==> src/rtl/normalizer.sv <==
// normalizer: finds the shift count that left- or right-justifies a 16-bit operand,
// resolving one barrel stage (8, 4, 2, 1) per cycle by binary search.
module normalizer (
    input  logic        clk,
    input  logic        rst,
    input  logic        Start,
    input  logic [15:0] In,
    input  logic        Dir,
    output logic        Busy,
    output logic        Done,
    output logic [15:0] Out,
    output logic [3:0]  Cnt,
    output logic        Zero
);
    typedef enum logic [2:0] {IDLE, S8, S4, S2, S1} state_t;
    state_t      state_q, state_d;
    logic [15:0] work_q, work_d;
    logic [3:0]  cnt_q, cnt_d;
    logic        dir_q, dir_d, zero_q, zero_d, done_q, done_d;
    logic [3:0]  k;
    logic [15:0] hi_mask, lo_mask, shifted;
    logic        fire, accept, step;
    always_comb begin
        // k is both the stage shift amount and its one-hot count bit
        k       = state_q == S8 ? 4'd8 : state_q == S4 ? 4'd4 : state_q == S2 ? 4'd2 : 4'd1;
        hi_mask = ~(16'hFFFF >> k);
        lo_mask = ~(16'hFFFF << k);
        fire    = (work_q & (dir_q ? lo_mask : hi_mask)) == 16'h0;
        shifted = dir_q ? work_q >> k : work_q << k;
        accept  = state_q == IDLE && Start;
        step    = state_q != IDLE && fire;
        state_d = state_q == IDLE ? (Start ? S8 : IDLE) :
                  state_q == S8   ? S4 :
                  state_q == S4   ? S2 :
                  state_q == S2   ? S1 : IDLE;
        work_d  = accept ? In : step ? shifted : work_q;
        cnt_d   = accept ? 4'd0 : step ? cnt_q | k : cnt_q;
        dir_d   = accept ? Dir : dir_q;
        zero_d  = accept ? In == 16'h0 : zero_q;
        done_d  = state_q == S1;
    end
    always_ff @(posedge clk or posedge rst) begin
        if (rst) begin
            state_q <= IDLE;
            work_q  <= 16'h0;
            cnt_q   <= 4'd0;
            dir_q   <= 1'b0;
            zero_q  <= 1'b0;
            done_q  <= 1'b0;
        end else begin
            state_q <= state_d;
            work_q  <= work_d;
            cnt_q   <= cnt_d;
            dir_q   <= dir_d;
            zero_q  <= zero_d;
            done_q  <= done_d;
        end
    end
    assign Busy = state_q != IDLE;
    assign Done = done_q;
    assign Out  = work_q;
    assign Cnt  = cnt_q;
    assign Zero = zero_q;
endmodule

==> config.mk <==
export PLATFORM = sky130hd
export DESIGN_NAME = normalizer
export DESIGN_NICKNAME = d
export VERILOG_FILES = /design/src/rtl/normalizer.sv
export SDC_FILE = /design/constraint.sdc
export NUM_CORES = 1
export LEC_CHECK = 0
export BUFFER_PORTS_ARGS = -buffer_cell sky130_fd_sc_hd__buf_4
export CELL_PAD_IN_SITES_DETAIL_PLACEMENT = 2
export CELL_PAD_IN_SITES_GLOBAL_PLACEMENT = 2
export CORE_AREA = 2 2 85 87
export CTS_CLUSTER_DIAMETER = 150
export DETAILED_ROUTE_END_ITERATION = 8
export DIE_AREA = 0 0 87 89
export PLACE_DENSITY_LB_ADDON = 0.1
export RECOVER_POWER = 25
export SYNTH_ARGS = -nofsm -noshare
export SYNTH_HDL_FRONTEND = slang
export SYNTH_SLANG_ARGS = --single-unit
==> constraint.sdc <==
create_clock -name clk -period 2.9 [get_ports clk]
set_input_delay 0.145 -clock clk [delete_from_list [all_inputs] [get_ports clk]]
set_output_delay 0.145 -clock clk [all_outputs]
set_load 0.05 [all_outputs]
==> results of run 1 <==
metal layers:
| metal | wire [um] | track usage |
|---|---|---|
| met1 | 4902 | 0.4133 |
| met2 | 4934 | 0.4719 |
| met5 | 0 | 0 |
| met4 | 221 | 0.08807 |
| met3 | 650 | 0.02585 |
worst reg2reg max path: cells and delay by family (launching register included):
kind,cells,cell delay (ns)
AO/OA/AOI/OAI,1,0.41
AND/OR/NAND/NOR,3,1.32
flip-flops,1,0.47
XOR/XNOR,1,0.30
flip-flops by register name, indices dropped and copies added, names as in the netlist:
register	cells
Done	1
state_q	3
Cnt	4
Out	16
dir_q	1
Zero	1
how the worst min path moves through the flow:
stage                                     to  slack [ns]  cells after the start
after floorplan           Cnt[0]$_DFFE_PP0P_        0.19                      1
after global placement     dir_q$_DFFE_PP0P_        0.34                      3
after detailed placement   dir_q$_DFFE_PP0P_        0.36                      3
after CTS                  dir_q$_DFFE_PP0P_        0.07                      3
after global routing       dir_q$_DFFE_PP0P_        0.10                      3
final                      dir_q$_DFFE_PP0P_        0.06                      3
cell usage after synthesis, drive strengths merged (8+ instances only):
cell type	count
dfrtp	26
a22oi	10
nand2b	10
nor4	8
o22ai	12
clkbuf	10
a21oi	21
mux2i	11
a211oi	8
nor3	11
inv	14
nand2	16
buf	21
nor2b	8
nor2	16
o21ai	11
cell type report:
| class | instances | share of cell area |
|---|---|---|
| multi-input combinational | 220 | 0.5386 |
| sequential | 26 | 0.2268 |
| timing repair buffer | 62 | 0.1622 |
| tap | 80 | 0.03489 |
| clock buffer | 4 | 0.01919 |
| inverter | 14 | 0.01832 |
cell families (layout without fill, tap and decap cells):
kind of cell	Yosys count	count (layout)	share of synthesized area
compound gates	115	115	0.3461
buf+inv	45	80	0.09067
xor+xnor	1	1	0.003628
flops	26	26	0.2694
mux	17	17	0.07357
simple gates	87	87	0.2166
per-stage QoR:
step / area (um2) / worst slack, ns
5_1_grt: 2869 / 0.01392
2_1_floorplan: 2415 / 0.7165
3_3_place_gp: 2814 / 0.4413
4_1_cts: 2869 / 0.2919
6_report: 2869 / 0.2829
3_5_place_dp: 2814 / 0.3914
==> impl_results.md, run 1 <==
* Area of the core at 6719 um2
* Starting Density at 0.3594
* Clock slew at reported path FFs at approximately 0.1 ns
* GR Util All Layers at 0.2916
* Ys Warns at 0
* Setup TNS at 0 ns
* First-pass GRT wire length at ~17,000 um
* Avg WL per Cell at 26.38 um
* Critical path class: register to register
* Hold slack at approximately 0.06 ns
* Initial antenna violation count at 0
* Most frequent cells in the layout: 61 x buf_4, 26 x dfrtp_1, 21 x a21oi_1
* Asr flop ratio synth at 1.000
* CP Capture Point: Out[0]$_DFFE_PP0P_
* Area of the die at about 7700 um2
* Crit share post-route at 0.9025
* Nets@finish at 347
* Bufs on Longest Clock Path at 2
* Area leader, netlist: dfrtp_1
* Post-DP HPWL at slightly below 8000 um
* FF/Latch Area at 650.6 um2
* Vias in the first global route at 2,814
* Routed Antenna Nets at 0
* Detailed Route WL at 10,710 um
* Tightest Hold Check Type: input pin to register
* Reg2reg end: Out[0]$_DFFE_PP0P_
* Synth Register Bits at 26
* Critical Path RT at just over 3 ns
* Worst-Skew Late Latency at between 0.2 and 0.3 ns
* Root Buffer: clkbuf_8
* Slowest stage cell, crit path: nor4_2
* Commonest register cell after synthesis: dfrtp_1
* Resize count post-CTS at 0
* Most common cell after layout, fill and taps aside: buf_4
* Synth cell types at between 60 and 70
* Drt first pass iters at 4
* Largest net degree at the start of global routing at 50
* Syn avg cell area at approximately 8.3 um2
* Final-report hold violation count at 0
* Worst slew margin at 0.1664
* DR iter-0 viols at roughly 160
* CTS H-tree depth at 1
* Critical path depth at 5
* CP startpoint: state_q[1]$_DFF_PP0_
* Final Non-Filler Cells at between 400 and 500
* Syn Nets at a little over 300
* Worst Tran Pin Value at around 1.2 ns
* # clock sinks at 26
* CP Cell Sequence: xnor2_1 > nor3_1 > nor4_2 > nor3_4 > a221o_1
* Area of the multi-input gates at between 1500 and 2000 um2
* Run status: completed
* Post-synth EDFFs at 0
* Worst R2R Setup Slack at ~0.28 ns
* Final Max Tran Viols at 0
* Setup bufs post-CTS at 0
* Final Critical Period at approximately 2.6 ns
* Overall die width at ~87 um
* Max cap viols at 0
* Worst reg2reg path depth at 5
* CP delay by family, top: simple AND/OR/NAND/NOR gates
* Number of buffers added on ports at 42
* Top post-synthesis cells by area: dfrtp_1 27%, mux2i_1 4.6%, a21oi_1 4.4%, a22oi_1 3.1%, o22ai_1 3.1%
* Synth top area share at 0.2694
* Critical path capture point type: register
* Skew final at approximately 0.0042 ns
* CTS tree: built
* RSZ-0062 raised after global routing: no
* Post-synthesis sequential area ratio at 0.2694
* Origin of the critical flop-to-flop path: state_q[1]$_DFF_PP0_
* Critical path startpoint category: register
* CP peak stage delay at just over 1 ns
* Worst Path Max Fanout at 11
* Hold buffers post-CTS at 0
* Max Fclk at about 380 MHz
* Fin util at 0.4270
* # DRC at 0
* Post-Syn Instances at 291
* Die H at about 89 um
* Inst Count DP at roughly 400
* Buffer and inverter count on the worst path at 0
* Std cell rows at 30
* Vias per inst at approximately 6.5
* Share of cells above drive strength 1 at 0.2638
* Arr. time, crit path at 2.79 ns
* Gp weighted congestion at slightly below 0.9
* Netlist Area Pre-Place at roughly 2400 um2
* Hold_sp: Dir
* ANT cells at 0
* TritonCTS buffer count at 3
* # IOs at 43
* Layout area overhead at 18.81%
* Final setup violation count at 0
* Global route total overflow at 0
* Fill cells at 773
* Via count at between 2,000 and 3,000
Power of run 1 is left out: the tool's default activity adds up to more than one toggle a clock period on the data nets, which glitch-free logic cannot reach.
==> run 2: changes to the inputs <==
- CELL_PAD_IN_SITES_DETAIL_PLACEMENT: 2 -> 0
- CELL_PAD_IN_SITES_GLOBAL_PLACEMENT: 2 -> 1
- CORE_AREA: 2 2 85 87 -> 2 2 77 79
- DIE_AREA: 0 0 87 89 -> 0 0 79 81
==> run 2 against run 1 <==
Effect of this change:
- clock skew rose by 0.0056 ns
- register-to-register slack improved by 0.14 ns
- fmax rose by 5.6%
- worst setup slack improved by 0.14 ns
- utilization rose by 7.7 points
- sequential cell count did not move
- via count barely moved
- design area fell by 0.22%
- non-clock buffer count did not move
- critical path type unchanged
- critical endpoint unchanged
==> impl_results.md, run 2 (synthesized netlist as in run 1, its figures left out) <==
* # clock sinks at 26 (unchanged)
* Setup TNS at 0 ns (unchanged)
* Hold_sp: Dir
* DR iter-0 viols at 361 (+130%)
* Fill cells at 576 (-25%)
* Starting Density at 0.4255 (+0.06608)
* Post-DP HPWL at 6518 um (-16%)
* Hold buffers post-CTS at 0 (unchanged)
* Root Buffer: clkbuf_8
* Worst Path Max Fanout at 11 (unchanged)
* Run status: completed
* Initial antenna violation count at 0 (unchanged)
* Inst Count DP at 397 (-1.2%)
* Worst slew margin at 0.2316 (+0.06519)
* Vias in the first global route at 2,504 (-11%)
* Setup bufs post-CTS at 0 (unchanged)
* Share of cells above drive strength 1 at 0.2638 (unchanged)
* Vias per inst at 6.591 (+1.2%)
* Skew final at 0.009884 ns (+0.005642 ns)
* Final Critical Period at 2.478 ns (-0.1395 ns)
* Hold EP: dir_q$_DFFE_PP0P_
* Final Non-Filler Cells at 401 (-1.2%)
* Final-report hold violation count at 0 (unchanged)
* Bufs on Longest Clock Path at 2 (unchanged)
* GR Util All Layers at 0.2939 (+0.002309)
* Worst R2R Setup Slack at 0.42 ns (+0.14 ns)
* Nets@finish at 347 (unchanged)
* Number of buffers added on ports at 42 (unchanged)
* Critical path startpoint category: register
* Reg2reg end: Out[0]$_DFFE_PP0P_
* Number of flip-flops in the largest register at 16 (unchanged)
* Std cell rows at 28 (-6.7%)
* Largest net degree at the start of global routing at 50 (unchanged)
* Final Max Tran Viols at 0 (unchanged)
* Most common cell after layout, fill and taps aside: buf_4
* Max cap viols at 0 (unchanged)
* Critical path class: register to register
* Overall die width at 79 um (-9.2%)
* Area of the core at 5675 um2 (-16%)
* TritonCTS buffer count at 3 (unchanged)
* First-pass GRT wire length at 14,180 um (-16%)
* Layout area overhead at 18.55%
* Origin of the critical flop-to-flop path: state_q[1]$_DFF_PP0_
* Clock slew at reported path FFs at 0.10 ns (about the same)
* Arr. time, crit path at 2.64 ns (-0.15 ns)
* Critical Path RT at 3.06 ns (about the same)
* CTS tree: built
* Gp weighted congestion at 0.9311 (+5.9%)
* ANT cells at 0 (unchanged)
* CTS H-tree depth at 1 (unchanged)
* Detailed Route WL at 9112 um (-15%)
* Die H at 81 um (-9.0%)
* Global route total overflow at 0 (unchanged)
* # IOs at 43 (unchanged)
* Drt first pass iters at 7 (+3)
* RSZ-0062 raised after global routing: no
* Area of the die at 6399 um2 (-17%)
* Worst-Skew Late Latency at 0.28 ns (about the same)
* Critical path capture point type: register
* WHS Path Cells at 3 (unchanged)
* Worst reg2reg path depth at 6 (+1)
* Crit share post-route at 0.8544 (-0.04811)
* Tightest Hold Check Type: input pin to register
* Final setup violation count at 0 (unchanged)
* Via count at 2,643 (-0.076%)
* # DRC at 0 (unchanged)
* Worst Tran Pin Value at 1.143 ns (-0.09697 ns)
* Max Fclk at 403.6 MHz (+5.6%)
* Resize count post-CTS at 0 (unchanged)
* Avg WL per Cell at 22.72 um (-14%)
* Routed Antenna Nets at 0 (unchanged)
* Most frequent cells in the layout: 61 x buf_4, 26 x dfrtp_1, 21 x a21oi_1
## run 2: cell counts in the layout (fill, tap and decap cells not counted)
No cell type changed its count.
## run 2: worst max path at each step
stage / endpoint / depth (start not counted) / slack, ns / start
4_1_cts: Out[0]$_DFFE_PP0P_ / 6 / 0.44 / state_q[1]$_DFF_PP0_
6_report: Out[0]$_DFFE_PP0P_ / 6 / 0.42 / state_q[1]$_DFF_PP0_
3_3_place_gp: Out[0]$_DFFE_PP0P_ / 6 / 0.50 / state_q[1]$_DFF_PP0_
2_1_floorplan: Out[10]$_DFFE_PP0P_ / 7 / 0.72 / Out[4]$_DFFE_PP0P_
5_1_grt: Out[0]$_DFFE_PP0P_ / 6 / 0.31 / state_q[1]$_DFF_PP0_
3_5_place_dp: Out[0]$_DFFE_PP0P_ / 6 / 0.46 / state_q[1]$_DFF_PP0_
## run 2: layout make-up
cell class                 instances  area (um2)  share of cell area
timing repair buffer              62       465.4              0.1626
tap                               75       93.84             0.03278
sequential                        26       650.6              0.2273
inverter                          14       52.55             0.01836
multi-input combinational        220        1545              0.5398
clock buffer                       4       55.05             0.01923
## run 2: layer usage
metal  wire, um  vias to the layer above  track usage  part of all wire
li1           -                     1191            -                 -
met1       4101                     1282       0.4184              0.45
met2       4113                      144       0.4568              0.45
met3        625                       26      0.04000             0.069
met4        272                        0       0.1069             0.030
met5          0                        -            0                 0
## run 2: stage by stage
step / utilization / setup WS (ns) / hold WS (ns) / cell area (um2)
5_1_grt: 0.5044 / 0.3083 / 0.06871 / 2863
3_3_place_gp: 0.4947 / 0.5038 / 0.3455 / 2808
6_report: 0.5044 / 0.4224 / 0.06250 / 2863
2_1_floorplan: - / 0.7165 / 0.1850 / 2415
3_5_place_dp: 0.4947 / 0.4638 / 0.3457 / 2808
4_1_cts: 0.5044 / 0.4351 / 0.05920 / 2863
## run 2: critical path, cell delays in order (launching register included)
cell	delay [ns]
dfrtp_1	0.43
xnor2_1	0.27
nor3_1	0.11
nor4_2	0.94
nor3_4	0.07
buf_4	0.21
a221o_1	0.34
Power of run 2 is left out for the same reason.
==> run 3: changes to the inputs <==
- CORE_AREA: 2 2 77 79 -> 2 2 73 82
- DIE_AREA: 0 0 79 81 -> 0 0 75 84
==> run 3 against run 2 <==
Effect of this change:
- count of clock-buffer cells in the layout is the same
- critical path depth shrank 1
- die area shrank 1.5%
- routed wire length grew 0.42%
- via count grew 3.2%
- sequential share of layout area shrank 0.22 points
- register-to-register slack lost 0.04 ns
- critical endpoint unchanged
==> impl_results.md, run 3 (synthesized netlist as in run 1, its figures left out) <==
* Initial antenna violation count at 0 (unchanged)
* Area of the core at 5552 um2 (-2.2%)
* Post-DP HPWL at 6411 um (-1.7%)
* # DRC at 0 (unchanged)
* Most common cell after layout, fill and taps aside: buf_4
* Max cap viols at 0 (unchanged)
* Number of buffers added on ports at 42 (unchanged)
* Tightest Hold Check Type: input pin to register
* Nets@finish at 347 (unchanged)
* Std cell rows at 29 (+3.6%)
* Vias per inst at 6.769 (+2.7%)
* Overall die width at 75 um (-5.1%)
* Worst R2R Setup Slack at 0.39 ns (-0.04 ns)
* # clock sinks at 26 (unchanged)
* Share of cells above drive strength 1 at 0.2638 (unchanged)
* Resize count post-CTS at 0 (unchanged)
* Final setup violation count at 0 (unchanged)
* Max Fclk at 397.8 MHz (-1.4%)
* Final-report hold violation count at 0 (unchanged)
* Number of flip-flops in the largest register at 16 (unchanged)
* Most frequent cells in the layout: 59 x buf_4, 26 x dfrtp_1, 21 x a21oi_1
* Critical path capture point type: register
* Worst Path Max Fanout at 11 (unchanged)
* # IOs at 43 (unchanged)
* Via count at 2,728 (+3.2%)
* Worst slew margin at 0.2069 (-0.02465)
* Arr. time, crit path at 2.68 ns (+0.04 ns)
* WHS Path Cells at 3 (unchanged)
* Vias in the first global route at 2,560 (+2.2%)
* CTS tree: built
* Global route total overflow at 0 (unchanged)
* Skew final at 0.006262 ns (-0.003621 ns)
* Hold buffers post-CTS at 0 (unchanged)
* DR iter-0 viols at 487 (+35%)
* Root Buffer: clkbuf_8
* Setup bufs post-CTS at 0 (unchanged)
* Starting Density at 0.4350 (+0.009494)
* CP peak stage delay at 0.97 ns (+0.03 ns)
* Final Critical Period at 2.514 ns (+0.03593 ns)
* Critical Path RT at 3.07 ns (about the same)
* RSZ-0062 raised after global routing: no
* Layout area overhead at 19.69%
* Die H at 84 um (+3.7%)
* Largest net degree at the start of global routing at 50 (unchanged)
* ANT cells at 0 (unchanged)
* Avg WL per Cell at 22.70 um (about the same)
* GR Util All Layers at 0.3012 (+0.007316)
* Setup TNS at 0 ns (unchanged)
* Run status: completed
* Critical path class: register to register
* Bufs on Longest Clock Path at 2 (unchanged)
* Clock slew at reported path FFs at 0.10 ns (about the same)
* Detailed Route WL at 9150 um (+0.42%)
* Origin of the critical flop-to-flop path: state_q[1]$_DFF_PP0_
* TritonCTS buffer count at 3 (unchanged)
* Slowest stage cell, crit path: nor4_2
* Worst-Skew Late Latency at 0.28 ns (about the same)
* Area of the die at 6300 um2 (-1.5%)
* Drt first pass iters at 5 (-2)
* Crit share post-route at 0.8667 (+0.01239)
* CP Cell Sequence: xnor2_1 > nor3_1 > nor4_2 > nor3_4 > a221o_1
* Fill cells at 545 (-5.4%)
* Reg2reg end: Out[0]$_DFFE_PP0P_
* First-pass GRT wire length at 14,370 um (+1.4%)
* Worst reg2reg path depth at 5 (-1)
* Routed Antenna Nets at 0 (unchanged)
* Hold EP: dir_q$_DFFE_PP0P_
* Final Max Tran Viols at 0 (unchanged)
* Hold_sp: Dir
* Critical path startpoint category: register
* CTS H-tree depth at 1 (unchanged)
* Worst Tran Pin Value at 1.180 ns (+0.03667 ns)
* Gp weighted congestion at 0.9329 (+0.19%)
-- run 3: cell counts in the layout (fill, tap and decap cells not counted) --
Identical to the previous run, type by type.
-- run 3: per-stage QoR --
stage               hold WS, ns  setup WS, ns  std cells  utilization  instance area [um2]
CTS                     0.05704        0.4512        403       0.5206                 2890
global placement         0.3459        0.5078        399       0.5107                 2835
detailed placement       0.3470        0.4998        399       0.5107                 2835
finish                  0.05845        0.3864        403       0.5206                 2890
global route            0.06583        0.2271        403       0.5206                 2890
floorplan                0.1850        0.7165        291            -                 2415
-- run 3: worst max path at each step --
stage,to,start,cells past startpoint
floorplan,Out[10]$_DFFE_PP0P_,Out[4]$_DFFE_PP0P_,7
global placement,Out[0]$_DFFE_PP0P_,state_q[1]$_DFF_PP0_,5
global route,Out[0]$_DFFE_PP0P_,state_q[1]$_DFF_PP0_,5
finish,Out[0]$_DFFE_PP0P_,state_q[1]$_DFF_PP0_,5
detailed placement,Out[0]$_DFFE_PP0P_,state_q[1]$_DFF_PP0_,5
CTS,Out[0]$_DFFE_PP0P_,state_q[1]$_DFF_PP0_,5
-- run 3: worst max-delay path: cells and delay by family, from the launching register on --
kind	cells	cell delay [ns]
flip-flops	1	0.46
XOR/XNOR	1	0.28
AND/OR/NAND/NOR	3	1.26
AO/OA/AOI/OAI	1	0.40
-- run 3: metal layers --
layer,wire (um),vias up,share of wire,global-route usage
li1,-,1192,-,-
met1,3650,1269,0.40,0.4388
met2,3957,231,0.43,0.4203
met3,1173,36,0.13,0.07488
met4,369,0,0.040,0.1201
met5,0,-,0,0
-- run 3: layout make-up --
| class | instances | area (um2) | share of cell area |
|---|---|---|---|
| Clock buffer | 4 | 55.05 | 0.01905 |
| Multi-Input combinational cell | 220 | 1545 | 0.5346 |
| Tap cell | 77 | 96.34 | 0.03333 |
| Inverter | 14 | 52.55 | 0.01818 |
| Timing Repair Buffer | 62 | 490.5 | 0.1697 |
| Sequential cell | 26 | 650.6 | 0.2251 |
Power of run 3 is left out for the same reason.
